===== src/rtl/rf_wr_arbiter_pkg.sv =====
// Shared types and constants for the register-file write-port arbiter.
// Both the LU write FIFO and the write-port mux use wr_req_t.
package rf_wr_arbiter_pkg;

    localparam int REG_W  = 5;
    localparam int DATA_W = 32;
    localparam int NREGS  = 32;

    typedef struct packed {
        logic [REG_W-1:0]  a3;
        logic [DATA_W-1:0] wd;
    } wr_req_t;

    // r0 is never tracked, so a query of r0 never reports busy
    function automatic logic reg_busy(input logic [NREGS-1:0] busy,
                                      input logic [REG_W-1:0] addr);
        return (addr != {REG_W{1'b0}}) && busy[addr];
    endfunction

endpackage


===== src/rtl/rf_wr_fifo.sv =====
// Small in-order FIFO holding pending long-latency register writes.
// Pointers wrap modulo DEPTH; the occupancy count tells full from empty.
module rf_wr_fifo
    import rf_wr_arbiter_pkg::*;
#(
    parameter int DEPTH = 2
) (
    input  logic    i_clk,
    input  logic    i_rst,
    input  logic    i_push,
    input  wr_req_t i_din,
    input  logic    i_pop,
    output logic    o_full,
    output logic    o_empty,
    output wr_req_t o_head
);

    localparam int PTR_W = (DEPTH > 1) ? $clog2(DEPTH) : 1;
    localparam int CNT_W = $clog2(DEPTH + 1);

    wr_req_t          r_mem [DEPTH];
    logic [PTR_W-1:0] r_wr_ptr;
    logic [PTR_W-1:0] r_rd_ptr;
    logic [CNT_W-1:0] r_count;

    logic w_push;
    logic w_pop;

    assign o_full  = (r_count == CNT_W'(DEPTH));
    assign o_empty = (r_count == {CNT_W{1'b0}});
    assign o_head  = r_mem[r_rd_ptr];

    // Overflow/underflow requests are dropped rather than corrupting state
    assign w_push = i_push && !o_full;
    assign w_pop  = i_pop && !o_empty;

    // Entry storage; contents are don't-care while the slot is unoccupied
    always_ff @(posedge i_clk) begin
        if (w_push) begin
            r_mem[r_wr_ptr] <= i_din;
        end
    end

    // Pointer and occupancy tracking
    always_ff @(posedge i_clk) begin
        if (i_rst) begin
            r_wr_ptr <= {PTR_W{1'b0}};
            r_rd_ptr <= {PTR_W{1'b0}};
            r_count  <= {CNT_W{1'b0}};
        end else begin
            if (w_push) begin
                r_wr_ptr <= r_wr_ptr + PTR_W'(1);
            end
            if (w_pop) begin
                r_rd_ptr <= r_rd_ptr + PTR_W'(1);
            end
            case ({w_push, w_pop})
                2'b10:   r_count <= r_count + CNT_W'(1);
                2'b01:   r_count <= r_count - CNT_W'(1);
                default: r_count <= r_count;
            endcase
        end
    end

endmodule


===== src/rtl/rf_wr_arbiter.sv =====
// Register-file write-port arbiter: WB has fixed priority, LU results queue in a FIFO.
// Also holds the long-latency busy scoreboard and the WB-starvation stall request.
module rf_wr_arbiter
    import rf_wr_arbiter_pkg::*;
#(
    parameter int DEPTH      = 2,
    parameter int STARVE_MAX = 4
) (
    input  logic              clk,
    input  logic              rst,
    input  logic              wb_wr,
    input  logic [REG_W-1:0]  wb_a3,
    input  logic [DATA_W-1:0] wb_wd,
    input  logic              lu_valid,
    input  logic [REG_W-1:0]  lu_a3,
    input  logic [DATA_W-1:0] lu_wd,
    output logic              lu_ready,
    input  logic              issue_set,
    input  logic [REG_W-1:0]  issue_rd,
    input  logic [REG_W-1:0]  chk_a1,
    input  logic [REG_W-1:0]  chk_a2,
    input  logic [REG_W-1:0]  chk_a3,
    output logic              busy_hit,
    output logic              stall_req,
    output logic              sb_err,
    output logic              rf_wr,
    output logic [REG_W-1:0]  rf_a3,
    output logic [DATA_W-1:0] rf_wd
);

    localparam int SC_W = $clog2(STARVE_MAX + 1);

    logic             w_wb_act;
    logic             w_full;
    logic             w_empty;
    wr_req_t          w_head;
    wr_req_t          w_lu_req;
    logic             w_push;
    logic             w_pop;
    logic             w_set;
    logic [NREGS-1:0] w_busy_next;
    logic [SC_W-1:0]  w_cnt_next;

    logic [NREGS-1:0] r_busy;
    logic             r_sb_err;
    logic [SC_W-1:0]  r_cnt;
    logic             r_stall;

    // WB writes to r0 are squashed so they never steal the port from the FIFO
    assign w_wb_act = wb_wr && (wb_a3 != {REG_W{1'b0}});
    assign lu_ready = !w_full && !rst;
    assign w_push   = lu_valid && lu_ready && (lu_a3 != {REG_W{1'b0}});
    assign w_pop    = !rst && !w_wb_act && !w_empty;
    assign w_set    = issue_set && (issue_rd != {REG_W{1'b0}});
    assign w_lu_req = '{a3: lu_a3, wd: lu_wd};

    rf_wr_fifo #(
        .DEPTH (DEPTH)
    ) u_fifo (
        .i_clk   (clk),
        .i_rst   (rst),
        .i_push  (w_push),
        .i_din   (w_lu_req),
        .i_pop   (w_pop),
        .o_full  (w_full),
        .o_empty (w_empty),
        .o_head  (w_head)
    );

    // Write-port mux
    always_comb begin
        rf_wr = 1'b0;
        rf_a3 = {REG_W{1'b0}};
        rf_wd = {DATA_W{1'b0}};
        if (rst) begin
            rf_wr = 1'b0;
        end else if (w_wb_act) begin
            rf_wr = 1'b1;
            rf_a3 = wb_a3;
            rf_wd = wb_wd;
        end else if (!w_empty) begin
            rf_wr = 1'b1;
            rf_a3 = w_head.a3;
            rf_wd = w_head.wd;
        end else begin
            rf_wr = 1'b0;
        end
    end

    // Scoreboard next state: a same-cycle issue overrides the writeback clear
    always_comb begin
        w_busy_next = r_busy;
        if (w_pop) begin
            w_busy_next[w_head.a3] = 1'b0;
        end else begin
            w_busy_next = r_busy;
        end
        if (w_set) begin
            w_busy_next[issue_rd] = 1'b1;
        end else begin
            w_busy_next[0] = 1'b0;
        end
        w_busy_next[0] = 1'b0;
    end

    // Scoreboard and sticky double-issue error
    always_ff @(posedge clk) begin
        if (rst) begin
            r_busy   <= {NREGS{1'b0}};
            r_sb_err <= 1'b0;
        end else begin
            r_busy <= w_busy_next;
            if (w_set && r_busy[issue_rd]) begin
                r_sb_err <= 1'b1;
            end else begin
                r_sb_err <= r_sb_err;
            end
        end
    end

    // Starvation counter next state; any pop means the FIFO is making progress
    always_comb begin
        w_cnt_next = r_cnt;
        if (w_pop) begin
            w_cnt_next = {SC_W{1'b0}};
        end else if (w_full && w_wb_act && (r_cnt != SC_W'(STARVE_MAX))) begin
            w_cnt_next = r_cnt + SC_W'(1);
        end else begin
            w_cnt_next = r_cnt;
        end
    end

    // Counter and registered stall flag tracking counter==STARVE_MAX
    always_ff @(posedge clk) begin
        if (rst) begin
            r_cnt   <= {SC_W{1'b0}};
            r_stall <= 1'b0;
        end else begin
            r_cnt   <= w_cnt_next;
            r_stall <= (w_cnt_next == SC_W'(STARVE_MAX));
        end
    end

    assign stall_req = r_stall && !rst;
    assign sb_err    = r_sb_err;
    assign busy_hit  = reg_busy(r_busy, chk_a1) ||
                       reg_busy(r_busy, chk_a2) ||
                       reg_busy(r_busy, chk_a3);

endmodule


===== config.mk =====
export PLATFORM = sky130hd
export DESIGN_NAME = rf_wr_arbiter
export DESIGN_NICKNAME = d
export VERILOG_FILES = /design/src/rtl/rf_wr_arbiter_pkg.sv /design/src/rtl/rf_wr_fifo.sv /design/src/rtl/rf_wr_arbiter.sv
export SDC_FILE = /design/constraint.sdc
export NUM_CORES = 1
export LEC_CHECK = 0
export BUFFER_PORTS_ARGS = -buffer_cell sky130_fd_sc_hd__buf_4
export CAP_MARGIN = 30
export CORE_ASPECT_RATIO = 0.8
export CORE_MARGIN = 4
export CORE_UTILIZATION = 49
export CTS_CLUSTER_SIZE = 24
export DETAILED_ROUTE_END_ITERATION = 8
export GPL_ROUTABILITY_DRIVEN = 0
export PLACE_DENSITY = 0.83
export SYNTH_ARGS = -nofsm -noshare
export SYNTH_HDL_FRONTEND = slang
export SYNTH_HIERARCHICAL = 1
export SYNTH_SLANG_ARGS = --single-unit
export TNS_END_PERCENT = 50

===== constraint.sdc =====
create_clock -name clk -period 3 [get_ports clk]
set_clock_uncertainty 0.15 [all_clocks]
set_input_delay 0.6 -clock clk [delete_from_list [all_inputs] [get_ports clk]]
set_output_delay 0.6 -clock clk [all_outputs]
set_load 0.03 [all_outputs]

# Word level (Yosys, flattened, before mapping)
# Memories as Yosys holds them, arrays and structs flattened. A register that Yosys moved wholly into a read port is not among the register bits.
# Cells that the tools add are included.
# totals
reg_bits	41
latch_bits	0
mem_bits_rw	74
mem_bits_ro	0
input_bits	99
output_inout_bits	42
elab_cells	91
n_memories	1
# classes
addsub	5
multipliers	0
div	0
order_cmp	7
n_eq_ne	5
n_shift	0
mux	30
n_bitwise	3
n_reduce_logical	32
# mem_list
memory	depth	width	rd	rd_clocked_by_memory_dff	wr	line	source
u_fifo.r_mem	2	37	1	1	1	rf_wr_fifo.sv:21	wr_req_t r_mem [DEPTH];
# ops
operator	n
32-bit 2-to-1 mux	4
32-bit bitwise AND	1
32-bit NOT	1
32-bit OR	1
31-bit 2-to-1 mux	1
5-bit by 6-bit < comparator with 1-bit output, second input constant	5
5-bit nonzero test	6
1-bit binary-select mux with 5-bit select	4
1-bit logical AND	18
5-bit 2-to-1 mux	3
1-bit 2-to-1 mux	13
1-bit demux with 5-bit select	2
5-bit by 1-bit >= comparator with 1-bit output, second input constant	2
3-bit 2-to-1 mux	2
2-bit == test, second input constant	2
1-bit logical NOT	4
2-bit one-hot mux with 2 select lines	1
3-bit by 1-bit adder with 3-bit output, second input constant	1
3-bit == test, second input constant	1
3-bit inequality test, second input constant	1
1-bit adder, second input constant	2
2-bit by 1-bit adder with 2-bit output, second input constant	1
2-bit by 1-bit == test with 1-bit output, second input constant	1
2-bit logical NOT	1
other kinds (3)	4

# Depth between registers and ports, before layout
# Gate-level depths: netlist of the first run.
# logic_depth
ltp_word	9
mapped_depth	10
mapped_depth_nobuf	10

# Cells and area by module
# The synthesis of the first run kept the hierarchy.
# by_module_without_submodules
module	instances	cells_per_inst	area_each_um2	seq_area_each_um2
rf_wr_arbiter	1	362	3141.8	720.7
rf_wr_fifo	1	141	2882.8	2322.2

# Least setup slack after synthesis of the first run
# Ideal clock, no wire load.
# synth_timing
kind	input to register
startpoint	input rst
endpoint	memory u_fifo/r_mem[0][0] (netlist name) (enable)
setup_ps	392
t_arrival_ps	2890
t_required_ps	2458
setup_slack_ps	-431
path_stages	8
path_buffers	2
path_cell_list	clkbuf_1 buf_1 nor2_1 nand2_1 a21oi_1 inv_1 or3_1 inv_1
# synth_between
elab_chain_cells	7
# synth_lines
item	line	source
start, declared	rf_wr_arbiter.sv:10	input logic rst,
1-bit logical NOT	rf_wr_arbiter.sv:51	assign lu_ready = !w_full && !rst;
1-bit logical AND	rf_wr_arbiter.sv:51	
net lu_ready	rf_wr_arbiter.sv:17	output logic lu_ready,
1-bit logical AND (2 in series)	rf_wr_arbiter.sv:52	assign w_push = lu_valid && lu_ready && (lu_a3 != {REG_W{1'b0}});
net w_push	rf_wr_arbiter.sv:38	logic w_push;
1-bit logical AND	rf_wr_fifo.sv:34	assign w_push = i_push && !o_full;
1-bit 2-to-1 mux	rf_wr_fifo.sv:39	if (w_push) begin
1-bit 2-to-1 mux (not written as such)	rf_wr_fifo.sv:40	r_mem[r_wr_ptr] <= i_din;
end, declared	rf_wr_fifo.sv:21	
# The timed path passes the listed nets, and every way through them passes these cells.

# Worst setup path after layout of the first run
# layout_timing
startpoint	register r_busy[26]
endpoint	output busy_hit
# layout_between
elab_chain_cells	5
word_cells_on_any_way	11
classes_between	6 x mux; 5 x reduce/logical
# layout_lines
item	line	source
start, declared	rf_wr_arbiter.sv:44	logic [NREGS-1:0] r_busy;
start signal, assigned	rf_wr_arbiter.sv:109	r_busy <= {NREGS{1'b0}};
start signal, assigned	rf_wr_arbiter.sv:112	r_busy <= w_busy_next;
1-bit binary-select mux with 5-bit select	rf_wr_arbiter_pkg.sv:17	return (addr != {REG_W{1'b0}}) && busy[addr];
1-bit 2-to-1 mux (not written as such)	rf_wr_arbiter_pkg.sv:17	
1-bit logical AND	rf_wr_arbiter_pkg.sv:17	
1-bit logical OR	rf_wr_arbiter.sv:146	assign busy_hit = reg_busy(r_busy, chk_a1) ||
1-bit logical OR *	rf_wr_arbiter.sv:147	reg_busy(r_busy, chk_a2) ||
end, declared	rf_wr_arbiter.sv:23	output logic busy_hit,
# Mark *: on every way between the ends. The rest lies on a longest branch, timed or not. The select of a mux whose other input is x is not followed.

==> results.cfg, run 1 <==
[timing]
finalMaxSlewViolations = 0
tightestPinTransition_ps = 695
finalWorstSetupSlack_ps = -185
fin_crit_ps = 3190
clock.fmax_mhz = 314
hold_violations = 0
rsz0062_at_grt = true
slew_headroom = 0.525
finalSetupTns_ps = -185
setup_viol = 1
fin_hold_ws_ps = 228
finalCritPeriodShare = 1.06

[synth]
synth_compound_area_frac = 0.152
synth_edf_count = 74
ys_warn_count = 6
ys_ff_latch = 115
synth_fa_ha_area_frac = 0.00623
synth-xor-area-share = 0.00727
synth_top_family_by_area = multiplexers
ys_seq_area_frac = 0.505
ys_types = 59
synth_area_leader_cell = edfxtp_1
syn_area_per_cell_um2 = 12.0
synth_simple_gate_area_frac = 0.116
ys_async_sr_fraction = 0
netlist_instances = 503
ys.flop_type = edfxtp_1
syn_area_mm2 = 0.00602
syn_nets = 605
synth.top_cell.area_share = 0.369
synthMuxAreaShare = 0.184
synthTopCellsByArea = edfxtp_1, dfxtp_1, mux4_2

[power]
powerDensity_mw_per_mm2 = 535
power.total_mw = 4.23
p_leak_nw = 3.00
ir_worst_vdd_mv = 0.447

[detailed_routing]
initialDrtViolationCount = 474
via_count = 4946
wl_met1_um = 6580
first_pass_iters = 5
wl_met3_um = 1210
met2RoutedLength_um = 8230
wirelength_um = 16400
avgRoutedWirePerCell_um = 20.4
highest_layer = met4
ant_nets = 0
drc = 0
post_drt_via_cell_ratio = 6.14

[setup_path]
worst-setup-path-type = reg -> out
crit_slowest_cell = or4_4
r2r_end = u_fifo/r_mem[0][2]$_DFFE_PP_
critPathBufInv = 1
cp_top_family = simple AND/OR/NAND/NOR gates
r2r_slack_ps = 650
cpPeakStageDelay_ps = 500
r2r-start = u_fifo/r_count[0]$_SDFFE_PP0P_
path_cells = mux4_2, nor3b_1, or4_4, a2111oi_4, nand3_2, buf_6
worstPathMaxFanout = 5
crit_required_ps = 2250
cp.arrival_ps = 2440
rr_worst_depth = 9
cp-end-kind = output pin
critPathLaunchType = register

[status]
status = finished, violations left
violations = setup timing

[run]
max-cap-violations = 0

[clock_tree]
clock-sinks = 115
cts_made_buffers = 17
clock_latency_ps = 400
cts_buffer_depth = 2
path_clk_slew_ps = 60
ctsRootBufferMaster = clkbuf_16
cts_tree = done
cts_max_level = 4

[worst_hold_path]
hp-start = lu_wd[21]
hold_path_end = u_fifo/r_mem[1][21]$_DFFE_PP_
hold_path_depth = 1
holdCritPathClass = in -> reg

[layout]
num-fill-cells = 822
nNetsFinal = 747
drive_gt1_frac = 0.374
layout-area-overhead-vs-synth_pct = 31.1
antenna_cells = 0
finalNonFillerCells = 806

[floorplan]
die_height_um = 107
die_x_um = 132
coreArea_mm2 = 0.0118
die_area_mm2 = 0.0141
initial_utilization = 0.511
io_pins = 141
fp-row-count = 35

[global_route]
grt_pass1_vias = 4953
grt_pass1_wl_um = 25700
gr-total-overflow = 0
antenna_found_initial = 0
grt_start_max_net_pins = 38
grtUsageTotal = 0.229

[place]
dp_hpwl_um = 11700
placed_cells = 773
place_ws_ps = -177
port_buffers = 140
## power breakdown
| part | total (mW) | leakage [nW] | internal [mW] | switching, mW |
|---|---|---|---|---|
| registers | 1.76 | 1.01 | 1.74 | 0.0215 |
| clock network | 1.90 | 0.267 | 1.21 | 0.697 |
| logic | 0.562 | 1.72 | 0.256 | 0.306 |
## synthesized netlist by cell type, types with 16 or more instances
cell type  number
edfxtp_1       74
dfxtp_1        41
o21ai_0        40
a22o_1         36
nor2b_1        29
mux2_2         27
mux2i_1        24
clkbuf_1       21
nor2_1         18
mux4_2         17
mux2_1         16
nand2_1        16
## cells in the final DEF (no fill, tap or decap), types with 5 or more instances in the layout
cell	instances
nor2b_1	29
o211ai_1	15
nand2b_1	8
o21ai_0	40
o21ai_1	10
nand4_1	6
a22o_1	36
mux2_1	16
nand3_1	14
buf_4	150
a21oi_1	7
edfxtp_1	74
clkinvlp_4	5
nand2_1	16
inv_1	5
mux2i_1	24
nor3_1	7
dfxtp_1	38
mux4_2	17
nor2_1	16
clkbuf_16	18
mux2_2	27
## per-stage QoR
step | util | instance area (um2)
after floorplan | - | 6040
after global placement | 0.619 | 7290
after detailed placement | 0.619 | 7290
after CTS | 0.668 | 7860
after global routing | 0.671 | 7900
final | 0.671 | 7900
## worst max-delay path by stage
stage | start | end | slack (ps) | cells past startpoint
after global placement | chk_a2[3] | busy_hit | -140 | 7
after global routing | r_busy[26]$_SDFF_PP0_ | busy_hit | -240 | 6
after floorplan | wb_a3[2] | rf_a3[4] | -140 | 5
final | r_busy[26]$_SDFF_PP0_ | busy_hit | -190 | 6
after CTS | r_busy[26]$_SDFF_PP0_ | busy_hit | -190 | 6
after detailed placement | chk_a2[3] | busy_hit | -180 | 7
## layer usage
layer | GRT usage | up-vias
li1 | - | 2256
met1 | 0.282 | 2408
met2 | 0.389 | 238
met3 | 0.0582 | 44
met4 | 0.0915 | 0
met5 | 0 | -
## final cells by class
cell class	count	area, um2	area share
clock buffer	17	425	0.0538
clock inverter	15	143	0.0181
inverter	8	33.8	0.00428
multi-input combinational	347	2820	0.357
sequential	115	3050	0.386
tap	148	185	0.0234
timing repair buffer	156	1240	0.157
## registers in the layout, indices dropped and copies added (netlist names), named ones only
register / count
sb_err: 1
u_fifo/r_mem: 74
u_fifo/r_rd_ptr: 1
u_fifo/r_wr_ptr: 1
r_busy: 31
r_stall: 1
r_cnt: 3
u_fifo/r_count: 2
## timing repair
| item | 4_1_cts | 5_1_grt |
|---|---|---|
| setup buffers | 0 | 0 |
| hold buffers | 0 | 0 |
| gates cloned | 0 | 1 |
| setup endpoints to repair | 1 | 36 |
| resized for setup | 3 | 5 |
## cells by family (layout without fill, tap and decap cells)
kind of cell / Yosys count / count (layout)
simple gates: 124 / 124
mux: 84 / 84
fa+ha+maj: 3 / 3
buf+inv: 41 / 196
xor+xnor: 5 / 5
flops: 115 / 115
compound gates: 131 / 131
Power figures use the tool's default switching activity.
==> run 2, diff against run 1 <==
PLACE_DENSITY = 0.82   (was 0.83)
SYNTH_HIERARCHICAL = not set   (was 1)
==> results.cfg, run 2 <==
[floorplan]
initial_utilization = 0.502
coreArea_mm2 = 0.0123
fp-row-count = 36
die_x_um = 133
io_pins = 141
die_area_mm2 = 0.0144
die_height_um = 108

[power]
powerDensity_mw_per_mm2 = 562
ir_worst_vdd_mv = 0.376
p_leak_nw = 3.14

[setup_path]
critPathLaunchType = primary input
path_cells = buf_6, or4_4, o21ai_4, buf_12, clkbuf_16, nor2_1, a211oi_1, buf_4
worstPathMaxFanout = 9
cp-end-kind = output pin
cpPeakStageDelay_ps = 580
worst-setup-path-type = in -> out
critPathBufInv = 4
crit_slowest_cell = or4_4
cp_top_family = simple AND/OR/NAND/NOR gates
cp.arrival_ps = 2320
crit_required_ps = 2250

[timing]
fin_crit_ps = 3070
hold_violations = 0
setup_viol = 18
finalMaxSlewViolations = 0
finalCritPeriodShare = 1.02
tightestPinTransition_ps = 776
rsz0062_at_grt = true
finalWorstSetupSlack_ps = -70.6
slew_headroom = 0.482
clock.fmax_mhz = 326

[clock_tree]
cts_buffer_depth = 2
cts_tree = done
hold_buffers = 0
cts_max_level = 4
cts_made_buffers = 17
path_clk_slew_ps = 50
clock_latency_ps = 410
clock-sinks = 115
ctsRootBufferMaster = clkbuf_16

[detailed_routing]
via_count = 5672
ant_nets = 0
initialDrtViolationCount = 541
wirelength_um = 19400
post_drt_via_cell_ratio = 6.23
first_pass_iters = 5
avgRoutedWirePerCell_um = 21.3
drc = 0

[synth]
ys_warn_count = 0
synth.most_common_cell = edfxtp_1
ys_async_sr_fraction = 0
synthTopCellsByArea = edfxtp_1, dfxtp_1, mux2i_1
syn_nets = 680
ys_seq_area_frac = 0.494
synth_area_leader_cell = edfxtp_1
ys_types = 43
syn_area_per_cell_um2 = 10.7
ys_top_cells_by_count = edfxtp_1, nor2_1, nand2_1
ys_ff_latch = 115
syn_area_mm2 = 0.00616
synth_edf_count = 74
synth.top_cell.area_share = 0.361
ys.flop_type = edfxtp_1
netlist_instances = 578

[layout]
fin_util = 0.696
drive_gt1_frac = 0.382
finalNonFillerCells = 911
antenna_cells = 0
layout-area-overhead-vs-synth_pct = 38.5
largest_reg_flops = 74
final_common_cell = buf_4
nNetsFinal = 830
largest-register = u_fifo.r_mem
largestRegisters = u_fifo.r_mem (74), r_busy (31), r_cnt (3)
num-fill-cells = 841
final_cell_mix = buf_4, edfxtp_1, nor2_1

[place]
placed_cells = 867
port_buffers = 140
dp_hpwl_um = 12500

[worst_hold_path]
holdCritPathClass = in -> reg

[status]
violations = setup timing
status = finished, violations left

[global_route]
gr-total-overflow = 0
antenna_found_initial = 0
grt_pass1_vias = 5635
grtUsageTotal = 0.253
grt_pass1_wl_um = 28700
grt_start_max_net_pins = 37

[run]
max-cap-violations = 0
run 2: cell types whose count changed after synthesis, moves of 28 or more:
cell / delta
nand2_1: +39
a21oi_1: +46
o31ai_1: +28
nor2_1: +47
a22o_1: -36
o21ai_0: -34
run 2: logic make-up (layout without fill, tap and decap cells):
group / after synthesis / count (layout) / share of synthesized area
AOI/OAI and AO/OA: 133 / 133 / 0.140
xor gates and xnor gates: 6 / 6 / 0.00854
adders and majority gates: 3 / 3 / 0.00610
buffers and inverters: 53 / 215 / 0.0390
DFF: 115 / 115 / 0.494
muxes: 82 / 82 / 0.176
and+or+nand+nor: 186 / 186 / 0.136
run 2: per-layer routing:
| layer | up-vias | GRT usage | wire length (um) | part of all wire |
|---|---|---|---|---|
| li1 | 2485 | - | - | - |
| met1 | 2710 | 0.310 | 7030 | 0.36 |
| met2 | 404 | 0.431 | 9770 | 0.50 |
| met3 | 73 | 0.0712 | 1980 | 0.10 |
| met4 | 0 | 0.0977 | 609 | 0.031 |
| met5 | - | 0 | 0 | 0 |
run 2: cell type report:
cell class              count  area, um2  area share
repair buffers            174       1520       0.178
inverters                  10       37.5     0.00440
multi-input cells         410       3110       0.365
clock buffers              18        429      0.0503
flip-flops and latches    115       3040       0.357
well taps                 171        214      0.0251
clock inverters            13        166      0.0195
run 2: worst register-to-register path, stage by stage, from the launching register on:
cell,delay [ps]
dfxtp_1,350
nor2_1,170
buf_4,300
nor2_1,110
nand2_2,110
inv_1,60
ha_1,340
or3_1,350
a21oi_1,160
run 2: metrics by stage:
step                cell area, um2  setup TNS, ps  hold WS (ps)  total power [mW]  worst slack (ps)
global placement              7430              0           331              2.60              3.61
finish                        8530           -590           227              4.79             -70.6
CTS                           8090           -113           217              4.67             -31.5
floorplan                     6170          -2560           317              2.30              -204
global route                  8530          -1530           208              4.95             -83.6
detailed placement            7430           -754           359              2.62             -92.2
run 2: timing repair:
| action | CTS | global route |
|---|---|---|
| gates cloned | 1 | 6 |
| pin swaps | 0 | 12 |
| endpoints found under the setup margin | 23 | 36 |
| setup buffers | 0 | 6 |
| endpoints found under the hold margin | 0 | 0 |
| gates resized for setup | 5 | 50 |
run 2: path summary, 6_finish.rpt:
path / start / end / slack [ps] / cells past startpoint
min: lu_wd[10] / u_fifo.r_mem[0][10]$_DFFE_PP_ / 230 / 1
max: wb_a3[0] / rf_wd[8] / -70 / 8
max reg2reg: u_fifo.r_count[0]$_SDFFE_PP0P_ / u_fifo.r_count[1]$_SDFFE_PP0P_ / 820 / 8
min reg2reg: u_fifo.r_rd_ptr$_SDFFE_PP0P_ / register / 390 / 2
run 2: power by group:
group	total [mW]	leakage, nW	switching, mW	internal (mW)
Sequential	1.79	1.01	0.0378	1.75
Combinational	0.954	1.84	0.555	0.399
Clock	2.05	0.289	0.682	1.37
Total	4.79	3.14	1.28	3.52
==> run 3, diff against run 2 <==
ABC_AREA = 1   (was not set)
CORE_UTILIZATION = 50   (was 49)
PLACE_DENSITY = 0.74   (was 0.82)
==> results.cfg, run 3 <==
[layout]
largestRegisters = u_fifo.r_mem (74), r_busy (31), r_cnt (3)
largest_reg_flops = 74
fin_area_mm2 = 0.00834
layout-area-overhead-vs-synth_pct = 28.7
antenna_cells = 0
final_cell_mix = nand2_1, buf_4, nor2_1
largest-register = u_fifo.r_mem
fin_util = 0.671
num-fill-cells = 1042
nNetsFinal = 1094
drive_gt1_frac = 0.206
multi_input_area_mm2 = 0.00292
final_common_cell = nand2_1
seq_area_mm2 = 0.00304

[synth]
syn_area_per_cell_um2 = 7.56
synthTopCellsByArea = edfxtp_1, nand2_1, dfxtp_1
ys_warn_count = 0
synth_area_leader_cell = edfxtp_1
synth.top_cell.area_share = 0.343
ys_types = 35
ys.flop_type = edfxtp_1
netlist_instances = 858
ys_ff_latch = 115
syn_nets = 960
ys_top_cells_by_count = nand2_1, nor2_1, nand3_1
ys_async_sr_fraction = 0
synth_edf_count = 74
synth.most_common_cell = nand2_1
ys_seq_area_frac = 0.469
syn_area_mm2 = 0.00648

[clock_tree]
clock_latency_ps = 410
hold_buffers = 0
post_cts_buffers = 0
cts_tree = done
path_clk_slew_ps = 50
cts_buffer_depth = 2
cts_made_buffers = 17
cts_resized = 0
cts_max_level = 4
ctsRootBufferMaster = clkbuf_16
clock-sinks = 115

[setup_path]
cpPeakStageDelay_ps = 420
cp.arrival_ps = 2080
crit_required_ps = 2250
crit_slowest_cell = nor2_4
critPathLaunchType = register
worstPathMaxFanout = 17
critPathMostFrequentCell = buf_4
cp-end-kind = output pin
path_cells = nor2_4, inv_1, o21ai_4, buf_4, a311oi_1, buf_4
worst-setup-path-type = reg -> out

[timing]
setup_viol = 0
tightestPinTransition_ps = 761
clock.fmax_mhz = 353
rsz0062_at_grt = false
finalMaxSlewViolations = 0
finalCritPeriodShare = 0.944
slew_headroom = 0.489
fin_crit_ps = 2830
hold_violations = 0

[place]
port_buffers = 140
dp_hpwl_um = 14000
place_area_mm2 = 0.00767

[power]
power.switching_mw = 1.21
pwr-share-seq = 0.364
power.total_mw = 4.85
powerDensity_mw_per_mm2 = 581
p_sw_frac = 0.249
p_int_mw = 3.64
clkPwrFrac = 0.475
ir_worst_vdd_mv = 0.513
pwr-share-comb = 0.161
p_leak_nw = 3.55

[run]
max-cap-violations = 0

[detailed_routing]
initialDrtViolationCount = 750
first_pass_iters = 6
wirelength_um = 19700
avgRoutedWirePerCell_um = 16.7
drc = 0
post_drt_via_cell_ratio = 5.51
via_count = 6475
ant_nets = 0

[floorplan]
die_x_um = 135
io_pins = 141
initial_utilization = 0.521
fp-row-count = 36
die_height_um = 110
coreArea_mm2 = 0.0124
die_area_mm2 = 0.0149

[global_route]
grt_pass1_wl_um = 30300
grtUsageTotal = 0.264
antenna_found_initial = 0
grt_start_max_net_pins = 49
grt_pass1_vias = 5878
gr-total-overflow = 0

[worst_hold_path]
holdCritPathClass = in -> reg

[status]
status = completed
[run 3: cell types whose count changed after synthesis, sizes merged, moves of 19 or more]
cell    change
inv        +77
mux4       -19
o31ai      -28
o21ai      +58
mux2       -20
nand3      +76
nand2     +202
nor2       +35
nor3       -20
a211oi     -19
mux2i      -43
[run 3: layer usage]
layer  up-vias  GRT usage  part of all wire
met1      2940      0.356              0.42
met4         0     0.0827             0.022
met3        46      0.101              0.12
li1       3143          -                 -
met5         -          0                 0
met2       346      0.396              0.43
[run 3: cells by family (layout without fill, tap and decap cells)]
kind of cell / after synthesis / after routing / share of synthesized area
buffers and inverters: 125 / 272 / 0.0830
adder cells (fa/ha/maj): 3 / 3 / 0.00579
AND/OR/NAND/NOR: 447 / 447 / 0.288
flip-flops: 115 / 115 / 0.469
AO/OA/AOI/OAI: 168 / 168 / 0.153
[run 3: critical path: cells and delay by family, from the launching register on]
kind                   cells  cell delay [ps]
DFF                        1              360
buffers and inverters      3              600
and+or+nand+nor            1              420
AOI/OAI and AO/OA          2              290
[run 3: final timing paths]
| check | cells after the start | to | from | slack, ps |
|---|---|---|---|---|
| max | 6 | rf_wd[11] | u_fifo.r_count[1]$_SDFFE_PP0P_ | 170 |
| min reg2reg | 2 | r_busy[31]$_SDFF_PP0_ | r_busy[31]$_SDFF_PP0_ | 320 |
| min | 1 | u_fifo.r_mem[0][15]$_DFFE_PP_ | lu_wd[15] | 220 |
| max reg2reg | 5 | u_fifo.r_mem[0][2]$_DFFE_PP_ | u_fifo.r_count[0]$_SDFFE_PP0P_ | 710 |
[run 3: final cells by class]
cell class                 instances  share of cell area
sequential                       115               0.365
multi-input combinational        618               0.350
timing repair buffer             152               0.140
clock buffer                      19              0.0519
inverter                          88              0.0402
clock inverter                    13              0.0283
tap                              171              0.0256
[run 3: stage by stage]
stage                     hold slack, ps  setup TNS (ps)  setup WS, ps  std cells
final                                225               0           167       1176
after CTS                            209               0           135       1176
after global placement               302               0           379       1144
after global routing                 204               0          19.4       1176
after detailed placement             316               0           336       1144
after floorplan                      289          -12940          -175        858
[run 3: power groups by stage]
| stage | combinational [mW] | sequential, mW | clock [mW] |
|---|---|---|---|
| 3_3_place_gp | 0.761 | 1.80 | 0 |
| 6_report | 0.780 | 1.77 | 2.30 |
| 4_1_cts | 0.776 | 1.77 | 2.32 |
| 5_1_grt | 0.849 | 1.77 | 2.40 |
| 3_5_place_dp | 0.769 | 1.80 | 0 |
| 2_1_floorplan | 0.477 | 1.79 | 0 |
